File: src/rtl/cga_mem_pkg.sv
// Shared encodings for the CGA datapath's SRAM access path: arbiter states,
// engine direction codes and the default word/address widths.
package cga_mem_pkg;

    localparam int ADDR_W_DEF = 20;
    localparam int DATA_W_DEF = 32;

    localparam logic [1:0] ST_IDLE    = 2'd0;
    localparam logic [1:0] ST_ISSUE   = 2'd1;
    localparam logic [1:0] ST_RELEASE = 2'd2;

    localparam logic RD = 1'b0;
    localparam logic WR = 1'b1;

    typedef enum logic [1:0] {
        IDLE    = ST_IDLE,
        ISSUE   = ST_ISSUE,
        RELEASE = ST_RELEASE
    } arb_state_t;

endpackage

File: src/rtl/rr_pick.sv
// Combinational round-robin selector: first set request at or after ptr,
// wrapping modulo NUM_REQ; returns one-hot winner, its index and a valid flag.
module rr_pick #(
    parameter int NUM_REQ = 3,
    parameter int IDX_W   = 2
) (
    input  logic [NUM_REQ-1:0] req,
    input  logic [IDX_W-1:0]   ptr,
    output logic [NUM_REQ-1:0] winner,
    output logic [IDX_W-1:0]   winner_idx,
    output logic               valid
);

    int j;

    always_comb begin
        winner     = '0;
        winner_idx = '0;
        valid      = 1'b0;
        j          = 0;
        for (int k = 0; k < NUM_REQ; k++) begin
            j = (int'(ptr) + k) % NUM_REQ;
            if (!valid && req[j]) begin
                winner[j]  = 1'b1;
                winner_idx = IDX_W'(j);
                valid      = 1'b1;
            end
        end
    end

endmodule

File: src/rtl/sram_port_arbiter.sv
// Round-robin owner of the single SRAM word engine: one engine transaction per
// grant, one-cycle ack to the winner, per-transaction timeout with sticky flag.
//
// state   | meaning
// IDLE    | no owner; arbitrate and latch the winner's fields
// ISSUE   | mem_start high, waiting for mem_done or timeout
// RELEASE | mem_start low, waiting for the engine to drop mem_done
module sram_port_arbiter
    import cga_mem_pkg::*;
#(
    parameter int NUM_REQ        = 3,
    parameter int ADDR_W         = ADDR_W_DEF,
    parameter int DATA_W         = DATA_W_DEF,
    parameter int TIMEOUT_CYCLES = 64
) (
    input  logic                      CLOCK_50,
    input  logic                      reset,
    input  logic [NUM_REQ-1:0]        req,
    input  logic [NUM_REQ-1:0]        req_rw,
    input  logic [NUM_REQ*ADDR_W-1:0] req_addr,
    input  logic [NUM_REQ*DATA_W-1:0] req_wdata,
    output logic [NUM_REQ-1:0]        grant,
    output logic [NUM_REQ-1:0]        ack,
    output logic [DATA_W-1:0]         rdata,
    output logic                      mem_start,
    output logic                      mem_rw,
    output logic [ADDR_W-1:0]         mem_address,
    output logic [DATA_W-1:0]         mem_wdata,
    input  logic                      mem_done,
    input  logic [DATA_W-1:0]         mem_rdata,
    output logic                      timeout_err,
    output logic                      busy
);

    localparam int IDX_W = (NUM_REQ > 1) ? $clog2(NUM_REQ) : 1;
    localparam int CNT_W = $clog2(TIMEOUT_CYCLES + 1);
    localparam logic [CNT_W-1:0] CNT_LAST  = CNT_W'(TIMEOUT_CYCLES - 1);
    localparam logic [IDX_W-1:0] IDX_LAST  = IDX_W'(NUM_REQ - 1);

    arb_state_t         state;
    logic [IDX_W-1:0]   ptr;
    logic [IDX_W-1:0]   owner;
    logic [CNT_W-1:0]   tmo_cnt;

    logic [NUM_REQ-1:0] pick_onehot;
    logic [IDX_W-1:0]   pick_idx;
    logic               any_req;
    logic [IDX_W-1:0]   ptr_after_owner;

    rr_pick #(
        .NUM_REQ (NUM_REQ),
        .IDX_W   (IDX_W)
    ) u_pick (
        .req        (req),
        .ptr        (ptr),
        .winner     (pick_onehot),
        .winner_idx (pick_idx),
        .valid      (any_req)
    );

    assign ptr_after_owner = (owner == IDX_LAST) ? '0 : owner + IDX_W'(1);

    always_ff @(posedge CLOCK_50) begin
        if (!reset) begin
            state       <= IDLE;
            ptr         <= '0;
            owner       <= '0;
            tmo_cnt     <= '0;
            grant       <= '0;
            ack         <= '0;
            rdata       <= '0;
            mem_start   <= 1'b0;
            mem_rw      <= RD;
            mem_address <= '0;
            mem_wdata   <= '0;
            timeout_err <= 1'b0;
            busy        <= 1'b0;
        end else begin
            ack <= '0;
            case (state)
                IDLE: begin
                    if (any_req) begin
                        grant       <= pick_onehot;
                        owner       <= pick_idx;
                        mem_rw      <= req_rw[pick_idx];
                        mem_address <= req_addr[int'(pick_idx)*ADDR_W +: ADDR_W];
                        mem_wdata   <= req_wdata[int'(pick_idx)*DATA_W +: DATA_W];
                        mem_start   <= 1'b1;
                        tmo_cnt     <= '0;
                        busy        <= 1'b1;
                        state       <= ISSUE;
                    end
                end

                ISSUE: begin
                    // done wins over a timeout that expires in the same cycle
                    if (mem_done) begin
                        if (mem_rw == RD) begin
                            rdata <= mem_rdata;
                        end
                        ack       <= grant;
                        grant     <= '0;
                        mem_start <= 1'b0;
                        ptr       <= ptr_after_owner;
                        state     <= RELEASE;
                    end else if (tmo_cnt == CNT_LAST) begin
                        timeout_err <= 1'b1;
                        ack         <= grant;
                        grant       <= '0;
                        mem_start   <= 1'b0;
                        ptr         <= ptr_after_owner;
                        state       <= RELEASE;
                    end else begin
                        tmo_cnt <= tmo_cnt + CNT_W'(1);
                    end
                end

                RELEASE: begin
                    // engine must see start low and drop done before the next grant
                    if (!mem_done) begin
                        busy  <= 1'b0;
                        state <= IDLE;
                    end
                end

                default: begin
                    grant     <= '0;
                    mem_start <= 1'b0;
                    busy      <= 1'b0;
                    state     <= IDLE;
                end
            endcase
        end
    end

endmodule

File: config.mk
export PLATFORM = sky130hd
export DESIGN_NAME = sram_port_arbiter
export DESIGN_NICKNAME = d
export VERILOG_FILES = /design/src/rtl/cga_mem_pkg.sv /design/src/rtl/rr_pick.sv /design/src/rtl/sram_port_arbiter.sv
export SDC_FILE = /design/constraint.sdc
export NUM_CORES = 1
export LEC_CHECK = 0
export ABC_CLOCK_PERIOD_IN_PS = 2700
export BUFFER_PORTS_ARGS = -buffer_cell sky130_fd_sc_hd__buf_2
export CAP_MARGIN = 0
export CORE_ASPECT_RATIO = 1.2
export CORE_MARGIN = 2
export CORE_UTILIZATION = 30
export CTS_BUF_LIST = sky130_fd_sc_hd__clkbuf_2 sky130_fd_sc_hd__clkbuf_4 sky130_fd_sc_hd__clkbuf_8
export DETAILED_ROUTE_END_ITERATION = 10
export SLEW_MARGIN = 0
export SYNTH_ARGS = -nofsm -noshare
export SYNTH_HDL_FRONTEND = slang
export SYNTH_HIERARCHICAL = 1
export SYNTH_SLANG_ARGS = --single-unit
File: constraint.sdc
create_clock -name CLOCK_50 -period 2.7 [get_ports CLOCK_50]
set_input_delay 0.27 -clock CLOCK_50 [delete_from_list [all_inputs] [get_ports CLOCK_50]]
set_output_delay 0.27 -clock CLOCK_50 [all_outputs]
set_load 0.02 [all_outputs]
==> results.json <==
{
  "outcome": "finished, final reports clean",
  "p_comb_share_pct": 34.8,
  "drt-total-wl_mm": 16.85,
  "finalHoldViolCount": 0,
  "setup_violations": 0,
  "end_kind": "register",
  "ys_ff_latch": 107,
  "arrival_ns": 2.81,
  "drive_gt1_share_pct": 38.77,
  "viasPerCell": 4.899,
  "cts_sinks": 107,
  "grt_antenna_before_repair": 0,
  "die-area_mm2": 0.01845,
  "fin_crit_ns": 2.538,
  "max_freq_mhz": 394.1,
  "fin_skew_ns": 0.009430,
  "areaGrowthSynthToFinish_pct": 40.85,
  "clkSlewWorstSetupHoldPaths_ns": 0.10,
  "pwr-share-seq_pct": 41.5,
  "numCtsBuffers": 9,
  "htreeDepth": 3,
  "hp-class": "in -> reg",
  "fin_util_pct": 43.40,
  "nets": 1141,
  "drt_first_iter_violations": 163,
  "ys_types": 45,
  "cts_tree": "yes",
  "required_ns": 2.97,
  "maxCapViolations": 0,
  "timing.final.max_slew_violations": 0,
  "syn_area_mm2": 0.005212,
  "place_congestion": 0.8451,
  "port_buffers": 290,
  "ys_seq_area_share_pct": 41.09,
  "intPower_mw": 2.894,
  "synth-edff-count": 0,
  "place_hpwl_mm": 12.34,
  "power.share.switching_pct": 35.35,
  "fin_total_pwr_mw": 4.476,
  "p_sw_mw": 1.582,
  "final_common_cell": "buf_2",
  "ios": 291,
  "worst-path-max-fanout": 16,
  "fp.dieW_um": 124.3,
  "drt-wirelength-per-cell_um": 14.52,
  "grt-ovfl-total": 0,
  "ys_warn_count": 6,
  "vias": 5683,
  "rsz0062_at_grt": "yes",
  "avgSynthCellArea_um2": 7.946,
  "synthFlopType": "dfxtp_1",
  "worstSetupPathType": "reg -> reg",
  "die_h_um": 148.4,
  "grt_pass1_wl_mm": 26.26,
  "pwr_density_cell_mw_per_mm2": 609.7,
  "period_share_pct": 93.99,
  "p_leak_nw": 3.380,
  "rows": 52,
  "slew_headroom_pct": 28.35,
  "p_clk_share_pct": 23.7,
  "grt_pass1_vias": 5360,
  "cp-start-kind": "register",
  "design_area_mm2": 0.007342,
  "ir_worst_vdd_uv": 268.1,
  "async_flop_share_pct": 0,
  "drc_errors": 0,
  "antenna_cells": 0,
  "netlist_instances": 656,
  "cts_buffer_depth": 2,
  "grtUsageTotal_pct": 17.29,
  "tightest_slew_ns": 1.075,
  "n_fill_cell": 1782,
  "cts_root_buffer": "clkbuf_8",
  "start_util_pct": 30.81,
  "place_area_mm2": 0.006962,
  "first_pass_iters": 6,
  "clk_latency_ns": 0.38,
  "design.core.area_mm2": 0.01692,
  "postCtsHoldBufs": 0,
  "antenna_left": 0,
  "layout_common_cells": "buf_2 (290), nor2_1 (117), dfxtp_1 (107), nand2_1 (76), nor3_1 (57)",
  "grt_max_degree": 63,
  "syn_nets": 858
}
==> cell type report <==
cell class | instances | area (um2) | share of cell area, %
well taps | 216 | 270.3 | 3.681
multi-input cells | 487 | 2878 | 39.20
clock inverters | 4 | 56.30 | 0.7669
repair buffers | 324 | 1799 | 24.51
flip-flops and latches | 107 | 2142 | 29.18
clock buffers | 12 | 158.9 | 2.164
inverters | 10 | 37.54 | 0.5112
==> per-layer routing <==
| layer | vias up | part of all wire (%) | global-route usage, % |
|---|---|---|---|
| met5 | - | 0 | 0 |
| met4 | 0 | 2.5 | 7.416 |
| met3 | 27 | 6.9 | 3.525 |
| met2 | 227 | 50 | 30.77 |
| met1 | 2577 | 41 | 20.18 |
| li1 | 2852 | - | - |
==> worst max-delay path, stage by stage (launching register included) <==
cell	delay, ns
dfxtp_1	0.39
inv_1	0.08
ha_2	0.25
nand2b_1	0.23
o32a_1	0.36
a21oi_4	0.18
buf_4	0.15
buf_12	0.17
mux2i_1	0.22
nor2_1	0.06
a211oi_1	0.26
nor3_1	0.07
==> logic make-up after synthesis <==
group	Yosys count	synth area share, %
DFF	107	41.09
adders and majority gates	5	1.200
muxes	58	11.64
AOI/OAI and AO/OA	134	16.61
and+or+nand+nor	290	24.27
buffers and inverters	62	5.185
==> final timing paths <==
path	startpoint	to	slack, ns	depth (start not counted)
hold reg to reg	rdata[7]	rdata[7]	0.46	2
setup reg to reg	ptr[1]	mem_address[10]	0.16	11
hold / removal	mem_rdata[7]	rdata[7]	0.12	3
setup / recovery	ptr[1]	mem_address[10]	0.16	11
==> timing repair <==
item / in CTS / in global routing
setup endpoints to repair: 0 / 44
setup buffers: 0 / 11
endpoints found under the hold margin: 0 / 0
resized for setup: 0 / 11
==> per-stage QoR <==
stage / TNS, ns / setup slack, ns / std cells / hold WS [ns]
floorplan: 0 / 0.2513 / 656 / 0.4060
global placement: 0 / 0.1074 / 1132 / 0.4396
detailed placement: 0 / 0.05774 / 1132 / 0.4431
CTS: 0 / 0.03245 / 1148 / 0.08781
global route: -0.1019 / -0.01638 / 1160 / 0.1021
finish: 0 / 0.1623 / 1160 / 0.1185
==> state kept, by name, indices dropped and copies added (netlist names) <==
signal	count
rdata	32
mem_address	20
busy	1
state	2
mem_wdata	32
owner	2
tmo_cnt	7
mem_rw	1
timeout_err	1
mem_start	1
ptr	2
ack	3
grant	3
==> power groups by stage <==
stage,sequential (mW),clock [mW],combinational (mW)
floorplan,2.10,0,0.722
detailed placement,1.89,0,1.50
CTS,1.86,1.12,1.50
global route,1.89,1.17,1.71
finish,1.86,1.06,1.56
global placement,1.89,0,1.50
==> Yosys cell counts, types with 2 or more instances <==
| cell type | number | area (um2) |
|---|---|---|
| nor2_1 | 118 | 442.9 |
| dfxtp_1 | 107 | 2142 |
| nand2_1 | 76 | 285.3 |
| nor3_1 | 57 | 285.3 |
| mux2i_1 | 55 | 550.5 |
| a211oi_1 | 54 | 405.4 |
| a21oi_1 | 52 | 260.3 |
| clkbuf_1 | 34 | 127.6 |
| buf_2 | 16 | 80.08 |
| nand3_1 | 15 | 75.07 |
| inv_1 | 9 | 33.78 |
| and3_1 | 6 | 37.54 |
| a31oi_1 | 5 | 31.28 |
| ha_1 | 5 | 62.56 |
| nand2b_1 | 5 | 31.28 |
| o21ai_0 | 4 | 20.02 |
| nor2b_1 | 3 | 18.77 |
| o21ai_1 | 3 | 15.01 |
| mux2i_4 | 2 | 45.04 |
| nand4_1 | 2 | 12.51 |
| o211ai_1 | 2 | 15.01 |
| o31ai_1 | 2 | 15.01 |
| or3_1 | 2 | 12.51 |
No activity file was read; power rests on OpenSTA's default activity.
